## src/rtl/decode_pkg.sv

```systemverilog
// Shared decode definitions: RV32I opcodes, ALU operations,
// immediate formats and the canonical NOP.
package decode_pkg;

  localparam logic [6:0] OPC_LUI    = 7'h37;
  localparam logic [6:0] OPC_AUIPC  = 7'h17;
  localparam logic [6:0] OPC_JAL    = 7'h6F;
  localparam logic [6:0] OPC_JALR   = 7'h67;
  localparam logic [6:0] OPC_BRANCH = 7'h63;
  localparam logic [6:0] OPC_LOAD   = 7'h03;
  localparam logic [6:0] OPC_STORE  = 7'h23;
  localparam logic [6:0] OPC_OP_IMM = 7'h13;
  localparam logic [6:0] OPC_OP     = 7'h33;

  localparam logic [31:0] NOP = 32'h0000_0013;

  typedef enum logic [3:0] {
    ALU_ADD,
    ALU_SUB,
    ALU_SLL,
    ALU_SLT,
    ALU_SLTU,
    ALU_XOR,
    ALU_SRL,
    ALU_SRA,
    ALU_OR,
    ALU_AND,
    ALU_PASS_B
  } alu_op_e;

  typedef enum logic [2:0] {
    IMM_I,
    IMM_S,
    IMM_B,
    IMM_U,
    IMM_J,
    IMM_NONE
  } imm_fmt_e;

endpackage

```

## src/rtl/decode_stage_inst_decoder.sv

```systemverilog
// Combinational RV32I decoder: instruction word to register
// fields, immediate, ALU op and control strobes.
module inst_decoder
  import decode_pkg::*;
(
  input  logic [31:0] inst,
  output logic [4:0]  rs1,
  output logic [4:0]  rs2,
  output logic [4:0]  rd,
  output logic [2:0]  funct3,
  output logic [31:0] imm,
  output alu_op_e     alu_op,
  output logic        we_gpr,
  output logic        mem_read,
  output logic        mem_write,
  output logic        bcond,
  output logic        adv_gpr,
  output logic        adv_imm,
  output logic        bad
);

  logic [6:0] op;
  logic [6:0] funct7;
  imm_fmt_e   fmt;
  logic       known;
  logic       wb;
  logic       rd_mem;
  logic       wr_mem;
  logic       br;
  logic       jr;
  logic       jmp;

  assign op     = inst[6:0];
  assign funct7 = inst[31:25];
  assign rs1    = inst[19:15];
  assign rs2    = inst[24:20];
  assign rd     = inst[11:7];
  assign funct3 = inst[14:12];

  function automatic alu_op_e alu_sel(
    input logic [2:0] f3,
    input logic       alt,
    input logic       is_op
  );
    alu_op_e r;
    unique case (f3)
      3'd0:    r = (is_op && alt) ? ALU_SUB : ALU_ADD;
      3'd1:    r = ALU_SLL;
      3'd2:    r = ALU_SLT;
      3'd3:    r = ALU_SLTU;
      3'd4:    r = ALU_XOR;
      3'd5:    r = alt ? ALU_SRA : ALU_SRL;
      3'd6:    r = ALU_OR;
      default: r = ALU_AND;
    endcase
    return r;
  endfunction

  // Opcode classification: format, ALU op and raw strobes.
  always_comb begin
    fmt    = IMM_NONE;
    alu_op = ALU_ADD;
    known  = 1'b1;
    wb     = 1'b0;
    rd_mem = 1'b0;
    wr_mem = 1'b0;
    br     = 1'b0;
    jr     = 1'b0;
    jmp    = 1'b0;
    unique case (op)
      OPC_LUI: begin
        fmt    = IMM_U;
        alu_op = ALU_PASS_B;
        wb     = 1'b1;
      end
      OPC_AUIPC: begin
        fmt = IMM_U;
        wb  = 1'b1;
      end
      OPC_JAL: begin
        fmt = IMM_J;
        wb  = 1'b1;
        jmp = 1'b1;
      end
      OPC_JALR: begin
        fmt = IMM_I;
        wb  = 1'b1;
        jmp = 1'b1;
        jr  = 1'b1;
      end
      OPC_BRANCH: begin
        fmt    = IMM_B;
        alu_op = ALU_SUB;
        br     = 1'b1;
      end
      OPC_LOAD: begin
        fmt    = IMM_I;
        wb     = 1'b1;
        rd_mem = 1'b1;
      end
      OPC_STORE: begin
        fmt    = IMM_S;
        wr_mem = 1'b1;
      end
      OPC_OP_IMM: begin
        fmt    = IMM_I;
        wb     = 1'b1;
        alu_op = alu_sel(inst[14:12], inst[30], 1'b0);
      end
      OPC_OP: begin
        wb     = 1'b1;
        alu_op = alu_sel(inst[14:12], inst[30], 1'b1);
        known  = (funct7 == 7'h00) || (funct7 == 7'h20);
      end
      default: known = 1'b0;
    endcase
  end

  // Immediate assembly with sign extension from the top bit.
  always_comb begin
    imm = 32'h0;
    unique case (fmt)
      IMM_I: imm = {{20{inst[31]}}, inst[31:20]};
      IMM_S: imm = {{20{inst[31]}}, inst[31:25], inst[11:7]};
      IMM_B: imm = {{19{inst[31]}}, inst[31], inst[7],
                    inst[30:25], inst[11:8], 1'b0};
      IMM_U: imm = {inst[31:12], 12'h0};
      IMM_J: imm = {{11{inst[31]}}, inst[31], inst[19:12],
                    inst[20], inst[30:21], 1'b0};
      default: imm = 32'h0;
    endcase
  end

  assign bad       = (inst[1:0] != 2'b11) || !known;
  assign we_gpr    = wb && (rd != 5'd0) && !bad;
  assign mem_read  = rd_mem && !bad;
  assign mem_write = wr_mem && !bad;
  assign bcond     = br && !bad;
  assign adv_gpr   = jr && !bad;
  assign adv_imm   = jmp && !bad;

endmodule

```

## src/rtl/decode_stage.sv

```systemverilog
// IF/ID pipeline register with valid/stall/flush handshake,
// retired-instruction counter and sticky illegal flag.
module decode_stage
  import decode_pkg::*;
#(
  parameter logic [31:0] RESET_PC    = 32'h0,
  parameter int          COUNT_WIDTH = 32
) (
  input  logic                   _clk,
  input  logic                   _reset,
  input  logic [31:0]            _pc,
  input  logic [31:0]            _inst,
  input  logic                   _valid,
  input  logic                   _stall,
  input  logic                   _flush,
  input  logic                   _en_trace,
  output logic                   ready_,
  output logic                   valid_,
  output logic [31:0]            pc_,
  output logic [31:0]            inst_,
  output logic [4:0]             rs1_,
  output logic [4:0]             rs2_,
  output logic [4:0]             rd_,
  output logic [2:0]             funct3_,
  output logic [31:0]            imm_,
  output alu_op_e                alu_op_,
  output logic                   we_gpr_,
  output logic                   mem_read_,
  output logic                   mem_write_,
  output logic                   sig_bcond_,
  output logic                   sig_advance_gpr_,
  output logic                   sig_advance_by_imm_,
  output logic                   illegal_,
  output logic [COUNT_WIDTH-1:0] inst_count_
);

  localparam logic [COUNT_WIDTH-1:0] ONE = COUNT_WIDTH'(1);

  logic dec_bad;
  logic retire;

  assign ready_ = !valid_ || !_stall;
  assign retire = valid_ && !_stall && !_flush;

  // Pipeline register: reset > flush > stall > load.
  always_ff @(posedge _clk) begin
    if (_reset) begin
      valid_ <= 1'b0;
      pc_    <= RESET_PC;
      inst_  <= NOP;
    end else if (_flush) begin
      valid_ <= 1'b0;
    end else if (ready_) begin
      valid_ <= _valid;
      if (_valid) begin
        pc_   <= _pc;
        inst_ <= _inst;
      end
    end
  end

  // Retired-instruction counter, wraps naturally.
  always_ff @(posedge _clk) begin
    if (_reset) begin
      inst_count_ <= '0;
    end else if (retire) begin
      inst_count_ <= inst_count_ + ONE;
    end
  end

  // Sticky illegal flag, cleared only by reset.
  always_ff @(posedge _clk) begin
    if (_reset) begin
      illegal_ <= 1'b0;
    end else if (valid_ && dec_bad && !_flush) begin
      illegal_ <= 1'b1;
    end
  end

  inst_decoder u_dec (
    .inst      (inst_),
    .rs1       (rs1_),
    .rs2       (rs2_),
    .rd        (rd_),
    .funct3    (funct3_),
    .imm       (imm_),
    .alu_op    (alu_op_),
    .we_gpr    (we_gpr_),
    .mem_read  (mem_read_),
    .mem_write (mem_write_),
    .bcond     (sig_bcond_),
    .adv_gpr   (sig_advance_gpr_),
    .adv_imm   (sig_advance_by_imm_),
    .bad       (dec_bad)
  );

`ifndef SYNTHESIS
  // Trace each captured fetch when enabled.
  always @(posedge _clk) begin
    if (!_reset && !_flush && ready_ && _valid && _en_trace)
      $display("decode trace: pc=%08h inst=%08h", _pc, _inst);
  end
`endif

endmodule
```

## config.mk

```make
export PLATFORM = sky130hd
export DESIGN_NAME = decode_stage
export DESIGN_NICKNAME = d
export VERILOG_FILES = /design/src/rtl/decode_pkg.sv /design/src/rtl/decode_stage_inst_decoder.sv /design/src/rtl/decode_stage.sv
export SDC_FILE = /design/constraint.sdc
export NUM_CORES = 1
export LEC_CHECK = 0
export BUFFER_PORTS_ARGS = -buffer_cell sky130_fd_sc_hd__buf_4
export CORE_MARGIN = 8
export CORE_UTILIZATION = 40
export CTS_CLUSTER_DIAMETER = 40
export DETAILED_ROUTE_END_ITERATION = 16
export HOLD_SLACK_MARGIN = 0.12
export PLACE_DENSITY_LB_ADDON = 0.25
export SLEW_MARGIN = 25
export SYNTH_ARGS = -nofsm -noshare
export SYNTH_HDL_FRONTEND = slang
export SYNTH_SLANG_ARGS = --single-unit
export TNS_END_PERCENT = 20
```

## constraint.sdc

```tcl
create_clock -name _clk -period 2.9 [get_ports _clk]
set_input_delay 0.58 -clock _clk [delete_from_list [all_inputs] [get_ports _clk]]
set_output_delay 0.58 -clock _clk [all_outputs]
set_load 0.01 [all_outputs]
```

==> key figures <==
Outcome
  – Status: finished clean

Die
  – Core area: 10900 um2
  – # IOs: 229
  – Die W: 122 um
  – Die Y: 122 um
  – Die area: 14800 um2
  – Initial Util: 41.0%
  – Row Count: 38

Detailed routing
  – ANT nets after route: 0
  – Drt wl/cell: 16.7 um
  – WL final: 15.2 mm
  – Post-DR vias/cell: 5.09
  – First drt pass iteration count: 4
  – Vias: 4636
  – Starting DRC count in detailed routing: 265
  – DRC viols: 0

Min path
  – Hold_sp: _inst[0]
  – Worst Hold End: inst_[0]
  – Hold WC Path Type: input port to flop
  – Hold Crit Depth: 3

Cells and area
  – Diode count: 0
  – Commonest cells after routing, fill and taps aside: buf_4 (237), nand2_1 (152), dfxtp_1 (96), a21oi_1 (70), nor2_1 (40)
  – Post-route cell area: 6290 um2
  – Util after Layout: 57.8%
  – Area overhead of the layout relative to synthesis: 40.8%
  – Filler instances: 1005
  – Most common cell after layout, fill and taps aside: buf_4
  – Final nets: 839
  – Fin cells: 910
  – Share of cells above drive strength 1: 33.8%

Placement
  – Routability cong.: 0.870
  – Post-Place Setup Slack: 0.345 ns
  – Port Buf Inserts: 227
  – DP HPWL: 11.3 mm
  – Placed instance area: 6140 um2
  – Placed insts: 897

GRT
  – Vias in the first global route: 4500
  – Initial antenna violation count: 0
  – Pin count of the biggest net entering global routing: 99
  – First-pass GRT wire length: 23.2 mm
  – Remaining Overflow, GRT: 0
  – All-layer global routing usage: 19.3%

Clock tree
  – Max clock buf depth: 2
  – CTS sink count: 98
  – Clk_lat worst skew: 0.35 ns
  – Post-CTS setup repair buffer count: 0
  – Worst-path clk slew: 0.08 ns
  – Inserted Clock Buffers: 9
  – TritonCTS clock tree: yes
  – H-tree Lvls: 3
  – Clk root buf: clkbuf_8
  – CTS Hold Buffers Added: 0

STA
  – Fmax: 0.368 GHz
  – Clock Skew: 0.00779 ns
  – Worst-Margin Slew: 1.04 ns
  – Final Hold Viols: 0
  – # setup viols final: 0
  – Slew Viols, Final: 0
  – Post-route setup slack: 0.185 ns
  – Setup TNS: 0 ns
  – Hold Slack: 0.439 ns
  – Tcrit/Tclk final: 93.6%
  – Unrepaired setup endpoints after global routing: no
  – Post-route minimum period: 2.71 ns
  – Relative slew margins: 30.7%

Yosys
  – Post-synthesis sequential area ratio: 43.9%
  – Cell variety after synth: 42
  – Async SR Flop Fraction: 0%
  – Synthesized area: 4470 um2
  – Post-synth EDFFs: 0
  – Mapped Nets: 647
  – Syn Inst Count: 576
  – Primary FF master, synth: dfxtp_1
  – Yosys Warn Count: 0
  – Post-synthesis register bit count: 98
  – Syn avg cell area: 7.76 um2
  – Synth area leaders: dfxtp_1 (44%), nand2_1 (13%), a21oi_1 (8.0%)
  – Yosys top cell by area: dfxtp_1
  – Post-synth top area share: 43.9%

Worst setup path
  – WS Path Type: flop to output pin
  – Worst Setup Start Kind: flop
  – FF-to-FF End: inst_count_[30]
  – Slowest-stage cell, CP: or4_1
  – CP Cell Sequence: or4_1 > o311ai_1 > nand3_1 > nor3b_2 > o22a_1 > buf_4
  – Critical path arrival: 2.13 ns
  – Critical Path Sink Type: output pin
  – Worst Reg-to-Reg Cells: 5
  – WP data required: 2.32 ns
  – R2R Path Start: inst_count_[11]
  – Crit path max fanout: 5
  – CP peak stage delay: 0.54 ns
  – FF-to-FF setup slack: 0.83 ns

Pwr
  – Cell leakage power: 2.99 nW
  – Worst vdd ir: 0.275 mV
  – Pwr Density: 413 nW/um2
  – Final Power: 2.60 mW

Job
  – Max_cap viols: 0
metal layers:
metal | GRT usage [%] | vias to the layer above | share of wire, %
li1 | - | 2277 | -
met1 | 21.9 | 2113 | 39
met2 | 31.9 | 217 | 46
met3 | 6.80 | 29 | 11
met4 | 9.10 | 0 | 3.0
met5 | 0 | - | 0
worst max-delay path: cells and delay by family (launching register included):
| kind | cells | cell delay, ns |
|---|---|---|
| flops | 1 | 0.35 |
| buf+inv | 1 | 0.12 |
| simple gates | 3 | 0.89 |
| compound gates | 2 | 0.43 |
worst max-delay path by stage:
| stage | from | endpoint | slack (ns) | cells past startpoint |
|---|---|---|---|---|
| floorplan | inst_[4] | imm_[11] | 0.58 | 8 |
| global placement | inst_[5] | imm_[26] | 0.42 | 5 |
| detailed placement | inst_[5] | imm_[20] | 0.34 | 5 |
| CTS | inst_[25] | we_gpr_ | 0.006 | 6 |
| global route | inst_[5] | imm_[0] | 0.006 | 7 |
| finish | inst_[25] | we_gpr_ | 0.19 | 6 |
flip-flops by register name, summed over array words and instances, names as in the netlist:
register and cells:
illegal_ 1, valid_ 1, inst_ 32, inst_count_ 32, pc_ 32
layout make-up:
type | count | area [um2] | share of cell area [%]
clock buffers | 12 | 135 | 2.15
clock inverters | 1 | 5.00 | 0.0795
inverters | 7 | 26.3 | 0.418
multi-input cells | 415 | 2210 | 35.1
flip-flops and latches | 98 | 1960 | 31.2
well taps | 140 | 175 | 2.78
repair buffers | 237 | 1780 | 28.3
kinds of logic (layout without fill, tap and decap cells):
logic type,count (synthesis),count (layout),synth area share [%]
simple gates,274,274,29.1
compound gates,110,110,13.9
flops,98,98,43.9
buf+inv,63,257,6.97
xor+xnor,29,29,5.68
fa+ha+maj,1,1,0.280
mux,1,1,0.224
repair_timing:
action,CTS,global route
endpoints found under the setup margin,11,11
gates resized for setup,1,6
endpoints found under the hold margin,0,0
cloned,0,0
where the power goes:
| part | total (mW) | switching (mW) | internal (mW) | leakage [nW] |
|---|---|---|---|---|
| registers | 1.43 | 0.0460 | 1.39 | 0.797 |
| logic | 0.433 | 0.218 | 0.215 | 2.12 |
| clock network | 0.728 | 0.430 | 0.299 | 0.0722 |
synthesized netlist by cell type (7+ instances only):
library cell / count
a21o_1: 19
dfxtp_1: 98
and2_1: 11
xor2_1: 23
o21ai_0: 13
nand3_1: 11
nand2_1: 152
a21oi_1: 71
clkbuf_1: 30
nand4_1: 18
nor2_1: 40
inv_1: 7
and3_1: 7
buf_4: 18
nand3b_1: 7
Power figures use the tool's default switching activity.
